[src/rtl/vga_pkg.sv]
// Shared definitions for the VGA overlay pipeline.
// Holds the game phase enum so the overlay and game-logic modules agree on it,
// plus the widths of the digit and frame counters.
package vga_pkg;

    localparam int unsigned DIGIT_W = 3;
    localparam int unsigned FRAME_W = 8;

    typedef enum logic [1:0] {
        IDLE  = 2'd0,
        COUNT = 2'd1,
        GAME  = 2'd2,
        OVER  = 2'd3
    } game_state_t;

endpackage

[src/rtl/countdown_ctl_edge_rise.sv]
// edge_rise: registered rising-edge detector.
// Ports:
//   clk  - clock
//   rst  - synchronous, active-high reset; loads prev with INIT
//   d    - level input to watch
//   rise - high for the cycle where d is 1 and its registered copy is 0
// INIT = 1 suppresses a "rise" for a level already high when reset releases.
module edge_rise #(
    parameter logic INIT = 1'b0
) (
    input  logic clk,
    input  logic rst,
    input  logic d,
    output logic rise
);

    logic prev;

    always_ff @(posedge clk) begin
        if (rst) begin
            prev <= INIT;
        end else begin
            prev <= d;
        end
    end

    assign rise = d & ~prev;

endmodule

[src/rtl/countdown_ctl.sv]
// countdown_ctl: game-start sequencer for the single-digit overlay.
// Waits for a start press, counts a digit down from COUNT_FROM to 1 at one
// step per FRAMES_PER_STEP frames, then raises is_game_on. On game_over it
// shows 0 for OVER_FRAMES frames and returns to idle. Frames are counted on
// vsync rising edges.
// Ports:
//   clk        - pixel clock
//   rst        - synchronous, active-high reset
//   vsync      - VGA vsync; rising edge is the frame tick
//   start      - start button level; rising edge acted on in IDLE only
//   game_over  - single-cycle pulse; acted on in GAME only
//   number     - registered digit to display
//   is_game_on - registered; high while the game runs
module countdown_ctl
    import vga_pkg::*;
#(
    parameter int unsigned COUNT_FROM      = 3,
    parameter int unsigned FRAMES_PER_STEP = 60,
    parameter int unsigned OVER_FRAMES     = 120
) (
    input  logic               clk,
    input  logic               rst,
    input  logic               vsync,
    input  logic               start,
    input  logic               game_over,
    output logic [DIGIT_W-1:0] number,
    output logic               is_game_on
);

    localparam logic [DIGIT_W-1:0] FIRST     = DIGIT_W'(COUNT_FROM);
    localparam logic [FRAME_W-1:0] STEP_LAST = FRAME_W'(FRAMES_PER_STEP - 1);
    localparam logic [FRAME_W-1:0] OVER_LAST = FRAME_W'(OVER_FRAMES - 1);

    if (COUNT_FROM == 0 || COUNT_FROM > 7) begin : g_bad_count_from
        $error("countdown_ctl: COUNT_FROM must be 1..7");
    end
    if (FRAMES_PER_STEP == 0 || FRAMES_PER_STEP > 255) begin : g_bad_step
        $error("countdown_ctl: FRAMES_PER_STEP must be 1..255");
    end
    if (OVER_FRAMES == 0 || OVER_FRAMES > 255) begin : g_bad_over
        $error("countdown_ctl: OVER_FRAMES must be 1..255");
    end

    logic tick;
    logic start_rise;

    edge_rise #(.INIT(1'b0)) u_vsync_edge (
        .clk  (clk),
        .rst  (rst),
        .d    (vsync),
        .rise (tick)
    );

    edge_rise #(.INIT(1'b1)) u_start_edge (
        .clk  (clk),
        .rst  (rst),
        .d    (start),
        .rise (start_rise)
    );

    game_state_t        state, state_n;
    logic [FRAME_W-1:0] frame_cnt, frame_cnt_n;
    logic [DIGIT_W-1:0] number_n;
    logic               is_game_on_n;

    always_ff @(posedge clk) begin
        if (rst) begin
            state      <= IDLE;
            frame_cnt  <= '0;
            number     <= FIRST;
            is_game_on <= 1'b0;
        end else begin
            state      <= state_n;
            frame_cnt  <= frame_cnt_n;
            number     <= number_n;
            is_game_on <= is_game_on_n;
        end
    end

    always_comb begin
        state_n      = state;
        frame_cnt_n  = frame_cnt;
        number_n     = number;
        is_game_on_n = is_game_on;

        unique case (state)
            IDLE: begin
                number_n     = FIRST;
                is_game_on_n = 1'b0;
                if (start_rise) begin
                    state_n     = COUNT;
                    frame_cnt_n = '0;
                end
            end

            COUNT: begin
                if (tick) begin
                    if (frame_cnt == STEP_LAST) begin
                        frame_cnt_n = '0;
                        // Digit 1 is the last one shown; its expiry starts the game
                        // and the digit stays at 1 rather than dropping to 0.
                        if (number > DIGIT_W'(1)) begin
                            number_n = number - DIGIT_W'(1);
                        end else begin
                            state_n      = GAME;
                            is_game_on_n = 1'b1;
                        end
                    end else begin
                        frame_cnt_n = frame_cnt + FRAME_W'(1);
                    end
                end
            end

            GAME: begin
                is_game_on_n = 1'b1;
                if (game_over) begin
                    state_n      = OVER;
                    is_game_on_n = 1'b0;
                    number_n     = '0;
                    frame_cnt_n  = '0;
                end
            end

            OVER: begin
                if (tick) begin
                    if (frame_cnt == OVER_LAST) begin
                        state_n     = IDLE;
                        number_n    = FIRST;
                        frame_cnt_n = '0;
                    end else begin
                        frame_cnt_n = frame_cnt + FRAME_W'(1);
                    end
                end
            end

            default: begin
                state_n = IDLE;
            end
        endcase
    end

endmodule

[config.mk]
export PLATFORM = sky130hd
export DESIGN_NAME = countdown_ctl
export DESIGN_NICKNAME = d
export VERILOG_FILES = /design/src/rtl/vga_pkg.sv /design/src/rtl/countdown_ctl_edge_rise.sv /design/src/rtl/countdown_ctl.sv
export SDC_FILE = /design/constraint.sdc
export NUM_CORES = 1
export LEC_CHECK = 0
export CORE_UTILIZATION = 30
export CTS_CLUSTER_SIZE = 24
export DETAILED_ROUTE_END_ITERATION = 10
export HOLD_SLACK_MARGIN = 0.1
export PLACE_DENSITY = 0.6
export SLEW_MARGIN = 10
export SYNTH_ARGS = -nofsm -noshare
export SYNTH_HDL_FRONTEND = slang
export SYNTH_HIERARCHICAL = 1
export SYNTH_SLANG_ARGS = --single-unit
[constraint.sdc]
create_clock -name clk -period 2 [get_ports clk]
set_input_delay 0.2 -clock clk [delete_from_list [all_inputs] [get_ports clk]]
set_output_delay 0.2 -clock clk [all_outputs]
set_load 0.01 [all_outputs]
* Word-level counts from Yosys, hierarchy flattened
Cells that the tools add are included.
** Storage, ports and cells
- Bits in registers :: 16
- Output and inout port bits :: 4
- Input bits :: 5
- Word-level logic and storage cells :: 59
** Operators by class
- Bitwise operators :: 4
- Eq/ne operators :: 13
- Mux-type cells :: 27
- $add $sub $neg :: 2
- $lt $le $gt $ge :: 1
- Reduce and logical (&&, ||, !) cells :: 6
** Operator list (count)
- $mux 8 :: 6
- $pmux 8 s4 :: 1
- $mux 3 :: 6
- $ne 2x2->1 const B :: 8
- $mux 2 :: 7
- $pmux 3 s4 :: 1
- $add 8x1->8 const B :: 1
- $eq 8x6->1 const B :: 1
- $eq 8x7->1 const B :: 1
- $pmux 2 s4 :: 1
- $reduce_and 4->1 :: 2
- $reduce_and 7->1 :: 1
- $reduce_and 6->1 :: 1
- $eq 2x2->1 const B :: 2
- $mux 1 :: 4
- $gt 3x1->1 const B :: 1
- $pmux 1 s3 :: 1
- $reduce_bool 3->1 :: 1
- $sub 3x1->3 const B :: 1
- $and 1x1->1 :: 2
- $eq 2x1->1 const B :: 1
- $logic_not 2->1 :: 1
- $not 1->1 :: 2

* Logic depth before layout (Yosys ltp)
Gate-level depths: netlist (run 1).
- Depth after elaboration :: 5
- Mapped depth :: 9
- Depth with buffers taken out :: 7

* Hierarchy
The synthesis (run 1) kept the hierarchy.
** By module, submodules not included
- countdown_ctl :: cells an instance 110, seq. area each 280.3 µm², instances 1, area each 952.2 µm²
- edge_rise (u_vsync_edge) :: cells an instance 3, seq. area each 20.0 µm², instances 1, area each 47.5 µm²
- edge_rise (u_start_edge) :: cells an instance 3, seq. area each 20.0 µm², instances 1, area each 32.5 µm²

* Worst setup path before layout (run 1)
No wires, ideal clock.
- Kind :: reg-to-reg
- From :: register state[1]
- To :: register frame_cnt[5]
- Library setup time :: 74 ps
- Data arrival time :: 1873 ps
- Cell stages (with the launch flop) :: 10
- Setup slack :: 53 ps
- Period minus slack after synthesis :: 1947 ps
- Path buffers :: 2
- Data required time :: 1926 ps
- Cells stage by stage :: dfxtp_1 inv_1 ha_1 buf_6 nor2_4 o21ai_2 o21bai_4 buf_6 or4_1 a31oi_1
** On the way
- Word-level cells in the longest chain between the ends :: 3
- Elaborated cells on any way between the ends :: 10
- Classes of those cells :: 7 x eq/ne; 1 x mux; 2 x reduce/logical
** Ends and longest elaborated chain
- start, declared :: RTL line countdown_ctl.sv:61 : game_state_t state, state_n;
- start signal, assigned :: RTL line countdown_ctl.sv:73 : state <= state_n;
- $eq 2x1->1 (tied with other cells) :: RTL line countdown_ctl.sv:86 : unique case (state)
- $ne 2x2->1 (no source line)
- $reduce_and 4->1 (no source line)
- end signal, assigned :: RTL line countdown_ctl.sv:74 : frame_cnt <= frame_cnt_n;
- end, declared :: RTL line countdown_ctl.sv:62 : logic [FRAME_W-1:0] frame_cnt, frame_cnt_n;
Several ways; a longest one is shown, not always the timed one.
A chain may end at the register's enable or synchronous reset.

* Worst setup path after layout (run 1)
- From :: register state[0]
- To :: register frame_cnt[5]
Same word-level chain as after synthesis.

==> impl_metrics.tcl, run 1 <==
set metrics [dict create \
    dr.first_iter.drc_count 75 \
    grt_use_met1 0.1856 \
    reg2reg_to "frame_cnt[5]$_SDFFE_PP0P_" \
    final_cell_area_um2 1262 \
    crit_arrival_ns 2.11 \
    tns_ns 0 \
    cts.clk_slew.worst_paths_ns 0.10 \
    synth_edf_count 0 \
    synth_cells 116 \
    syn_to_final_growth_pct 22.30 \
    root_buffer "clkbuf_4" \
    synth_top_family_by_area "simple AND/OR/NAND/NOR gates" \
    slew_headroom 0.7651 \
    cts_setup_buffers 0 \
    synth-compound-area-share 0.2036 \
    cts_buffers 3 \
    cts_tree "built" \
    hold_class "in2reg" \
    fp-row-count 20 \
    start_kind "flop" \
    place_hpwl_um 1721 \
    final_layout_size_suffix_gt1_frac 0.2353 \
    initial_core_util 0.3274 \
    p_per_area_nw_per_um2 959.0 \
    clock-sinks 16 \
    wl_per_cell_um 12.66 \
    rr_startpoint "state[0]$_SDFFE_PP0P_" \
    syn_area_um2 1032 \
    drv_cap 0 \
    clockBufferDepth 2 \
    finalPower_w 0.001211 \
    worstMarginPinSlew_ns 0.3434 \
    grt-ovfl-total 0 \
    grt_pass1_wl_um 3843 \
    post_cts_resized 0 \
    worst-path-max-fanout 11 \
    globalplace.congestion 0.8231 \
    hold_path_end "u_start_edge/prev$_SDFF_PP1_" \
    critPathLaunch "state[0]$_SDFFE_PP0P_" \
    dr.pass1.iters 4 \
    synth_seq_area_share 0.3103 \
    clk_latency_ns 0.29 \
    synth_fp_nets 129 \
    grt_max_degree 18 \
    slew_violations 0 \
    skew_ns 0.005465 \
    synth_mux_area_frac 0.01939 \
    routed_wl_um 2278 \
    synthXorXnorAreaFrac 0.01697 \
    synth-simple-area-share 0.2982 \
    rsz0062_at_grt "false" \
    required_ns 2.21 \
    grt.met3_usage 0.03838 \
    setup_viol 0 \
    hold_depth 2 \
    min_period_over_period 0.9465 \
    die_x_um 60.66 \
    ys_ff_latch 16 \
    status "finished, final reports clean" \
    synthAdderAreaFrac 0.09697 \
    min_period_ns 1.893 \
    grt_busiest_layer "met2" \
    io_pins 9 \
    ant_nets 0 \
    postLayoutCoreUtil 0.4004 \
    min_from "start" \
    layout.nets 151 \
    grtUsageMet2 0.2323 \
    vias 917 \
    cts.hold.buffers_added 0 \
    die_y_um 60.66 \
    cp-end-kind "flop" \
    synth_warnings 6 \
    rrSetupSlack_ns 0.11 \
    htree_levels 1 \
    syn_avg_cell_area_um2 8.899 \
    track_usage 0.1407 \
    grt_pass1_vias 900 \
    synthDistinctLibCells 44 \
    fp.coreArea_um2 3153 \
    synth_top_flop_cell "dfxtp_1" \
    die-area_um2 3680 \
    hold_viol_final 0 \
    antenna_found_initial 0 \
    path_class "reg2reg" \
    p_leak_nw 0.4771 \
    r2r_cells 7 \
    fmax_ghz 0.5283 \
    diodes 0 \
    io_buffers 8 \
    vias_per_cell 5.094 \
    synthArstFlopShare 0 \
    dpl-instance-area_um2 1231 \
    vdd_drop_max_mv 0.6606 \
    drcViolationCount 0 \
]
sequential cells by signal, indices dropped and copies added (netlist names):
| register | count |
|---|---|
| state | 2 |
| frame_cnt | 8 |
| number | 3 |
| u_start_edge/prev | 1 |
| u_vsync_edge/prev | 1 |
| is_game_on | 1 |
cells in the mapped netlist, types with 2 or more instances:
| master | instances | share of area |
|---|---|---|
| mux2i_1 | 2 | 0.019 |
| nand2_1 | 9 | 0.033 |
| nor2b_1 | 2 | 0.012 |
| a21oi_1 | 5 | 0.024 |
| ha_1 | 8 | 0.097 |
| o21ai_2 | 2 | 0.017 |
| nand4b_1 | 2 | 0.017 |
| or4_1 | 5 | 0.036 |
| inv_1 | 8 | 0.029 |
| nand4_1 | 3 | 0.018 |
| nor2_1 | 8 | 0.029 |
| nand3_1 | 4 | 0.019 |
| nor3_1 | 4 | 0.019 |
| o21ai_0 | 3 | 0.015 |
| xor2_1 | 2 | 0.017 |
| nand2b_1 | 2 | 0.012 |
| nor2b_4 | 2 | 0.027 |
| dfxtp_1 | 16 | 0.31 |
| buf_6 | 2 | 0.022 |
| a31oi_1 | 3 | 0.018 |
power breakdown:
part	leakage, nW	total [W]	switching (W)	internal, W
registers	0.131	0.000382	0.0000295	0.000353
logic	0.333	0.000651	0.000347	0.000304
clock network	0.0138	0.000178	0.000107	0.0000701
total	0.477	0.00121	0.000484	0.000727
worst max-delay path by stage:
| stage | end | cells past startpoint |
|---|---|---|
| after floorplan | frame_cnt[5]$_SDFFE_PP0P_ | 9 |
| after global placement | frame_cnt[6]$_SDFFE_PP0P_ | 6 |
| after detailed placement | frame_cnt[5]$_SDFFE_PP0P_ | 6 |
| after CTS | frame_cnt[5]$_SDFFE_PP0P_ | 7 |
| after global routing | frame_cnt[7]$_SDFFE_PP0P_ | 7 |
| final | frame_cnt[5]$_SDFFE_PP0P_ | 7 |
worst max-delay path: stages, from the launching register on:
cell and delay (ns):
dfxtp_2 0.36, inv_1 0.08, ha_1 0.22, nand2b_1 0.14, o21ai_2 0.10, o21bai_4 0.23, or4_1 0.52, a31oi_1 0.16
per-stage QoR:
stage                     hold slack, ns  cells  setup WS (ns)
after floorplan                   0.2643    116        0.05273
after global placement            0.4778    177         0.1138
after detailed placement          0.4878    177        0.04173
after CTS                         0.4853    180       0.006728
after global routing              0.4796    180       0.004807
final                             0.4839    180         0.1071
cell type report:
| type | count | area, µm² |
|---|---|---|
| well taps | 44 | 55.05 |
| multi-input cells | 89 | 661.9 |
| inverters | 8 | 30.03 |
| flip-flops and latches | 16 | 322.8 |
| fillers | 328 | 1891 |
| clock buffers | 3 | 22.52 |
| repair buffers | 20 | 170.2 |
layout by cell type (no fill, tap or decap), drive strengths merged, types with 2 or more instances in the layout:
cell           count
dfxtp             16
buf               12
nand2              9
nor2               9
inv                8
clkdlybuf4s50      8
ha                 8
o21ai              6
or4                5
a21oi              5
nand3              4
nor3               4
nor2b              4
nand4              3
a31oi              3
clkbuf             3
nand2b             2
nand4b             2
xor2               2
mux2i              2
nor4               2
or3                2
kinds of logic after synthesis:
logic type                 count (synthesis)
buffers and inverters                     11
AOI/OAI and AO/OA                         27
and+or+nand+nor                           50
adders and majority gates                  8
DFF                                       16
muxes                                      2
xor gates and xnor gates                   2
per-layer routing:
metal / wire, µm / part of all wire
met2: 1033 / 0.45
met4: 30 / 0.013
met5: 0 / 0
met1: 1112 / 0.49
met3: 102 / 0.045
Power figures use the tool's default switching activity.
==> run 2, diff against run 1 <==
--- a/config.mk
+++ b/config.mk
@@ -10,6 +10,7 @@
 export DETAILED_ROUTE_END_ITERATION = 10
 export HOLD_SLACK_MARGIN = 0.1
 export PLACE_DENSITY = 0.6
+export SETUP_SLACK_MARGIN = 0.15
 export SLEW_MARGIN = 10
 export SYNTH_ARGS = -nofsm -noshare
 export SYNTH_HDL_FRONTEND = slang
==> impl_metrics.tcl, run 2 (synthesis results as in run 1) <==
set metrics [dict create \
    slew_headroom 0.8053 \
    hold_viol_final 0 \
    fmax_ghz 0.5688 \
    final_layout_size_suffix_gt1_frac 0.3116 \
    cp-end-kind "flop" \
    clockBufferDepth 2 \
    die_y_um 60.66 \
    place_hpwl_um 1738 \
    cts.hold.buffers_added 0 \
    rsz0062_at_grt "true" \
    die-area_um2 3680 \
    drcViolationCount 0 \
    vdd_drop_max_mv 0.7164 \
    seqPwrFrac 0.296 \
    net-switching-power_w 0.0005224 \
    setup_viol 0 \
    pwr-share-clk 0.169 \
    worstMarginPinSlew_ns 0.2884 \
    rrSetupSlack_ns 0.24 \
    slew_violations 0 \
    antenna_found_initial 0 \
    largest_register_ffs 8 \
    min_period_ns 1.758 \
    vias 926 \
    crit_path_top_delay_cell "or4_1" \
    grt_pass1_wl_um 4064 \
    ant_nets 0 \
    final_cells 182 \
    worst-path-max-fanout 3 \
    skew_ns 0.002358 \
    die_x_um 60.66 \
    slowest_delay_ns 0.52 \
    fp.coreArea_um2 3153 \
    top_register "frame_cnt" \
    grt-ovfl-total 0 \
    globalplace.congestion 0.8349 \
    io_buffers 8 \
    wl_per_cell_um 12.58 \
    layout.nets 152 \
    diodes 0 \
    cp_num_buf_inv 0 \
    required_ns 2.19 \
    tns_ns 0 \
    grt_max_degree 18 \
    clock-sinks 16 \
    clk_latency_ns 0.29 \
    track_usage 0.1444 \
    p_comb_frac 0.535 \
    crit_arrival_ns 1.94 \
    swShare 0.3950 \
    rr_startpoint "frame_cnt[0]$_SDFFE_PP0P_" \
    vias_per_cell 5.088 \
    final_cell_mix "dfxtp_1 (13), buf_4 (13), nand2_1 (9), nor2_1 (8), clkdlybuf4s50_1 (8)" \
    grt_pass1_vias 916 \
    path_class "reg2reg" \
    r2r_cells 6 \
    htree_levels 1 \
    fp-row-count 20 \
    p_per_area_nw_per_um2 997.1 \
    cts_buffers 3 \
    hold_class "in2reg" \
    syn_to_final_growth_pct 28.48 \
    initial_core_util 0.3274 \
    drv_cap 0 \
    critPathLaunch "frame_cnt[0]$_SDFFE_PP0P_" \
    dr.pass1.iters 4 \
    reg_top3 "frame_cnt x8, number x3, state x2" \
    crit_family "simple AND/OR/NAND/NOR gates" \
    status "finished, final reports clean" \
    worstSetupPathDepth 6 \
    reg2reg_to "frame_cnt[5]$_SDFFE_PP0P_" \
    placed_cells 175 \
    cts.clk_slew.worst_paths_ns 0.10 \
    cp_cell_sequence "ha_2 -> nand2b_1 -> or4_1 -> a21boi_1 -> or4_1 -> a31oi_1" \
    path_common_cell "or4_1" \
    cts_tree "built" \
    io_pins 9 \
    root_buffer "clkbuf_4" \
    dr.first_iter.drc_count 44 \
    routed_wl_um 2289 \
    min_period_over_period 0.8791 \
    p_int_w 0.0008000 \
    start_kind "flop" \
    p_leak_nw 0.4874 \
    endpoint "frame_cnt[5]$_SDFFE_PP0P_" \
]
-- run 2: changes by cell type in the layout (fill, tap and decap cells not counted), moves of 2 or more --
cell,delta
ha_1,-3
inv_1,-2
nor3_2,+2
dfxtp_4,+2
nor3_1,-2
ha_2,+2
inv_2,+2
-- run 2: how the worst min path moves through the flow --
stage / start / to / slack [ns] / cells after the start
detailed placement: frame_cnt[7]$_SDFFE_PP0P_ / frame_cnt[7]$_SDFFE_PP0P_ / 0.48 / 2
finish: start / u_start_edge/prev$_SDFF_PP1_ / 0.48 / 2
global placement: frame_cnt[2]$_SDFFE_PP0P_ / frame_cnt[2]$_SDFFE_PP0P_ / 0.48 / 2
global route: start / u_start_edge/prev$_SDFF_PP1_ / 0.47 / 2
floorplan: rst / u_vsync_edge/prev$_SDFF_PP0_ / 0.26 / 1
CTS: start / u_start_edge/prev$_SDFF_PP1_ / 0.47 / 2
-- run 2: per-layer routing --
layer	vias up	part of all wire	global-route usage	routed length [µm]
met5	-	0	0	0
met4	0	0.0044	0.03896	10
met3	3	0.040	0.03838	92
met2	22	0.48	0.2370	1109
met1	431	0.47	0.1876	1076
li1	470	-	-	-
-- run 2: layout make-up --
type | count | area, µm²
fill | 335 | 1827
multi-input combinational | 89 | 698.2
inverter | 8 | 30.03
clock buffer | 4 | 36.28
timing repair buffer | 21 | 177.7
tap | 44 | 55.05
sequential | 16 | 329.1
-- run 2: through the flow --
step | utilization | worst slack (ns) | cell area [µm²] | hold slack [ns] | power [W]
floorplan | - | 0.1639 | 1036 | 0.2643 | 0.0008664
global placement | 0.3869 | 0.1191 | 1220 | 0.4791 | 0.0009966
detailed placement | 0.3869 | 0.07732 | 1220 | 0.4842 | 0.001004
CTS | 0.4075 | 0.1545 | 1285 | 0.4707 | 0.001273
global route | 0.4206 | 0.1367 | 1326 | 0.4672 | 0.001430
finish | 0.4206 | 0.2419 | 1326 | 0.4786 | 0.001322
-- run 2: power by group through the flow --
stage | sequential (W) | clock (W) | combinational, W
floorplan | 0.000390 | 0 | 0.000476
CTS | 0.000390 | 0.000231 | 0.000651
global route | 0.000398 | 0.000245 | 0.000787
finish | 0.000392 | 0.000223 | 0.000707
global placement | 0.000387 | 0 | 0.000610
detailed placement | 0.000389 | 0 | 0.000615
-- run 2: what timing repair did --
action,CTS,global route
setup buffers,2,1
pin swaps,0,4
resized for setup,4,11
endpoints found under the setup margin,4,10
==> run 3, diff against run 2 <==
--- a/config.mk
+++ b/config.mk
@@ -10,6 +10,7 @@
 export DETAILED_ROUTE_END_ITERATION = 10
 export HOLD_SLACK_MARGIN = 0.1
 export PLACE_DENSITY = 0.6
+export RECOVER_POWER = 100
 export SETUP_SLACK_MARGIN = 0.15
 export SLEW_MARGIN = 10
 export SYNTH_ARGS = -nofsm -noshare
==> impl_metrics.tcl, run 3 (synthesis results as in run 1) <==
set metrics [dict create \
    clk_latency_ns 0.29 \
    swShare 0.3936 \
    cp_cell_sequence "ha_1 -> nand2b_1 -> or4_1 -> a21boi_1 -> or4_1 -> a31oi_1" \
    drv_cap 0 \
    cp_num_buf_inv 0 \
    slowest_delay_ns 0.51 \
    antenna_found_initial 0 \
    min_period_ns 1.791 \
    layout.nets 152 \
    largest_register_ffs 8 \
    seqPwrFrac 0.300 \
    crit_family "simple AND/OR/NAND/NOR gates" \
    final_layout_size_suffix_gt1_frac 0.2826 \
    worstMarginPinSlew_ns 0.8886 \
    track_usage 0.1444 \
    final_cell_mix "dfxtp_1 (13), buf_4 (12), nand2_1 (9), nor2_1 (8), inv_1 (6)" \
    ant_nets 0 \
    tns_ns 0 \
    final_common_cell "dfxtp_1" \
    clock-sinks 16 \
    vias 921 \
    diodes 0 \
    fp-row-count 20 \
    die-area_um2 3680 \
    globalplace.congestion 0.8349 \
    start_kind "flop" \
    net-switching-power_w 0.0005139 \
    wl_met3_um 81 \
    grt_pass1_wl_um 4064 \
    initial_core_util 0.3274 \
    crit_path_top_delay_cell "or4_1" \
    grt-ovfl-total 0 \
    p_comb_frac 0.529 \
    die_y_um 60.66 \
    dr.pass1.iters 4 \
    p_int_w 0.0007919 \
    cts_tree "built" \
    top_register "frame_cnt" \
    final_cell_area_um2 1309 \
    min_period_over_period 0.8957 \
    dpl-instance-area_um2 1220 \
    highest_layer "met4" \
    grt_max_degree 18 \
    die_x_um 60.66 \
    wl_met2_um 1115 \
    slew_headroom 0.4076 \
    place_hpwl_um 1738 \
    syn_to_final_growth_pct 26.79 \
    crit_arrival_ns 1.94 \
    wl_met1_um 1063 \
    vdd_drop_max_mv 0.7023 \
    io_pins 9 \
    wl_per_cell_um 12.49 \
    p_per_area_nw_per_um2 997.8 \
    status "finished, final reports clean" \
    drcViolationCount 0 \
    skew_ns 0.003406 \
    reg_top3 "frame_cnt x8, number x3, state x2" \
    required_ns 2.15 \
    htree_levels 1 \
    vias_per_cell 5.060 \
    root_buffer "clkbuf_4" \
    n_fill_cell 335 \
    path_common_cell "or4_1" \
    slew_violations 0 \
    hold_viol_final 0 \
    p_leak_nw 0.4873 \
    hold_slack_ns 0.4795 \
    setup_viol 0 \
    grt_pass1_vias 916 \
    clockBufferDepth 2 \
    routed_wl_um 2273 \
    cp-end-kind "flop" \
    cts_buffers 3 \
    fmax_ghz 0.5582 \
    io_buffers 8 \
    path_class "reg2reg" \
    fp.coreArea_um2 3153 \
    dr.first_iter.drc_count 49 \
    worst-path-max-fanout 3 \
    pwr-share-clk 0.171 \
    cts.clk_slew.worst_paths_ns 0.10 \
    hold_class "in2reg" \
    rsz0062_at_grt "true" \
]
-- run 3: repair_timing --
item                                    4_1_cts  5_1_grt
setup buffers                                 2        1
gates resized for setup                       4       11
pin swaps                                     0        4
hold buffers                                  0        0
endpoints found under the setup margin        4       10
-- run 3: path summary, 6_finish.rpt --
path	startpoint	endpoint	slack (ns)	cells after the start
setup / recovery	frame_cnt[0]$_SDFFE_PP0P_	frame_cnt[5]$_SDFFE_PP0P_	0.21	6
hold / removal	start	u_start_edge/prev$_SDFF_PP1_	0.48	2
setup reg to reg	frame_cnt[0]$_SDFFE_PP0P_	frame_cnt[5]$_SDFFE_PP0P_	0.21	6
hold reg to reg	frame_cnt[7]$_SDFFE_PP0P_	frame_cnt[7]$_SDFFE_PP0P_	0.50	2
-- run 3: cell type report --
class / count / area, µm² / area share
clock buffers: 4 / 36.28 / 0.02772
inverters: 8 / 30.03 / 0.02294
multi-input cells: 89 / 684.4 / 0.5229
flip-flops and latches: 16 / 329.1 / 0.2514
well taps: 44 / 55.05 / 0.04206
repair buffers: 21 / 173.9 / 0.1329
-- run 3: layer usage --
layer	vias to the layer above	GRT usage
li1	470	-
met1	430	0.1876
met5	-	0
met4	0	0.03896
met2	18	0.2370
met3	3	0.03838
-- run 3: through the flow --
| stage | setup slack [ns] | util | std cells | total power (W) |
|---|---|---|---|---|
| finish | 0.2085 | 0.4151 | 182 | 0.001306 |
| CTS | 0.1545 | 0.4075 | 181 | 0.001273 |
| detailed placement | 0.07732 | 0.3869 | 175 | 0.001004 |
| global placement | 0.1191 | 0.3869 | 175 | 0.0009966 |
| global route | 0.08533 | 0.4151 | 182 | 0.001413 |
| floorplan | 0.1639 | - | 116 | 0.0008664 |
-- run 3: power by group through the flow --
stage	clock network [W]	logic [W]	registers, W
3_3_place_gp	0	0.000610	0.000387
2_1_floorplan	0	0.000476	0.000390
5_1_grt	0.000245	0.000770	0.000397
4_1_cts	0.000231	0.000651	0.000390
6_report	0.000223	0.000691	0.000391
3_5_place_dp	0	0.000615	0.000389
-- run 3: worst reg2reg max path, cell delays in order (launching register included) --
cell and delay (ns):
dfxtp_1 0.35, ha_1 0.21, nand2b_1 0.11, or4_1 0.51, a21boi_1 0.26, or4_1 0.15
a31oi_1 0.06
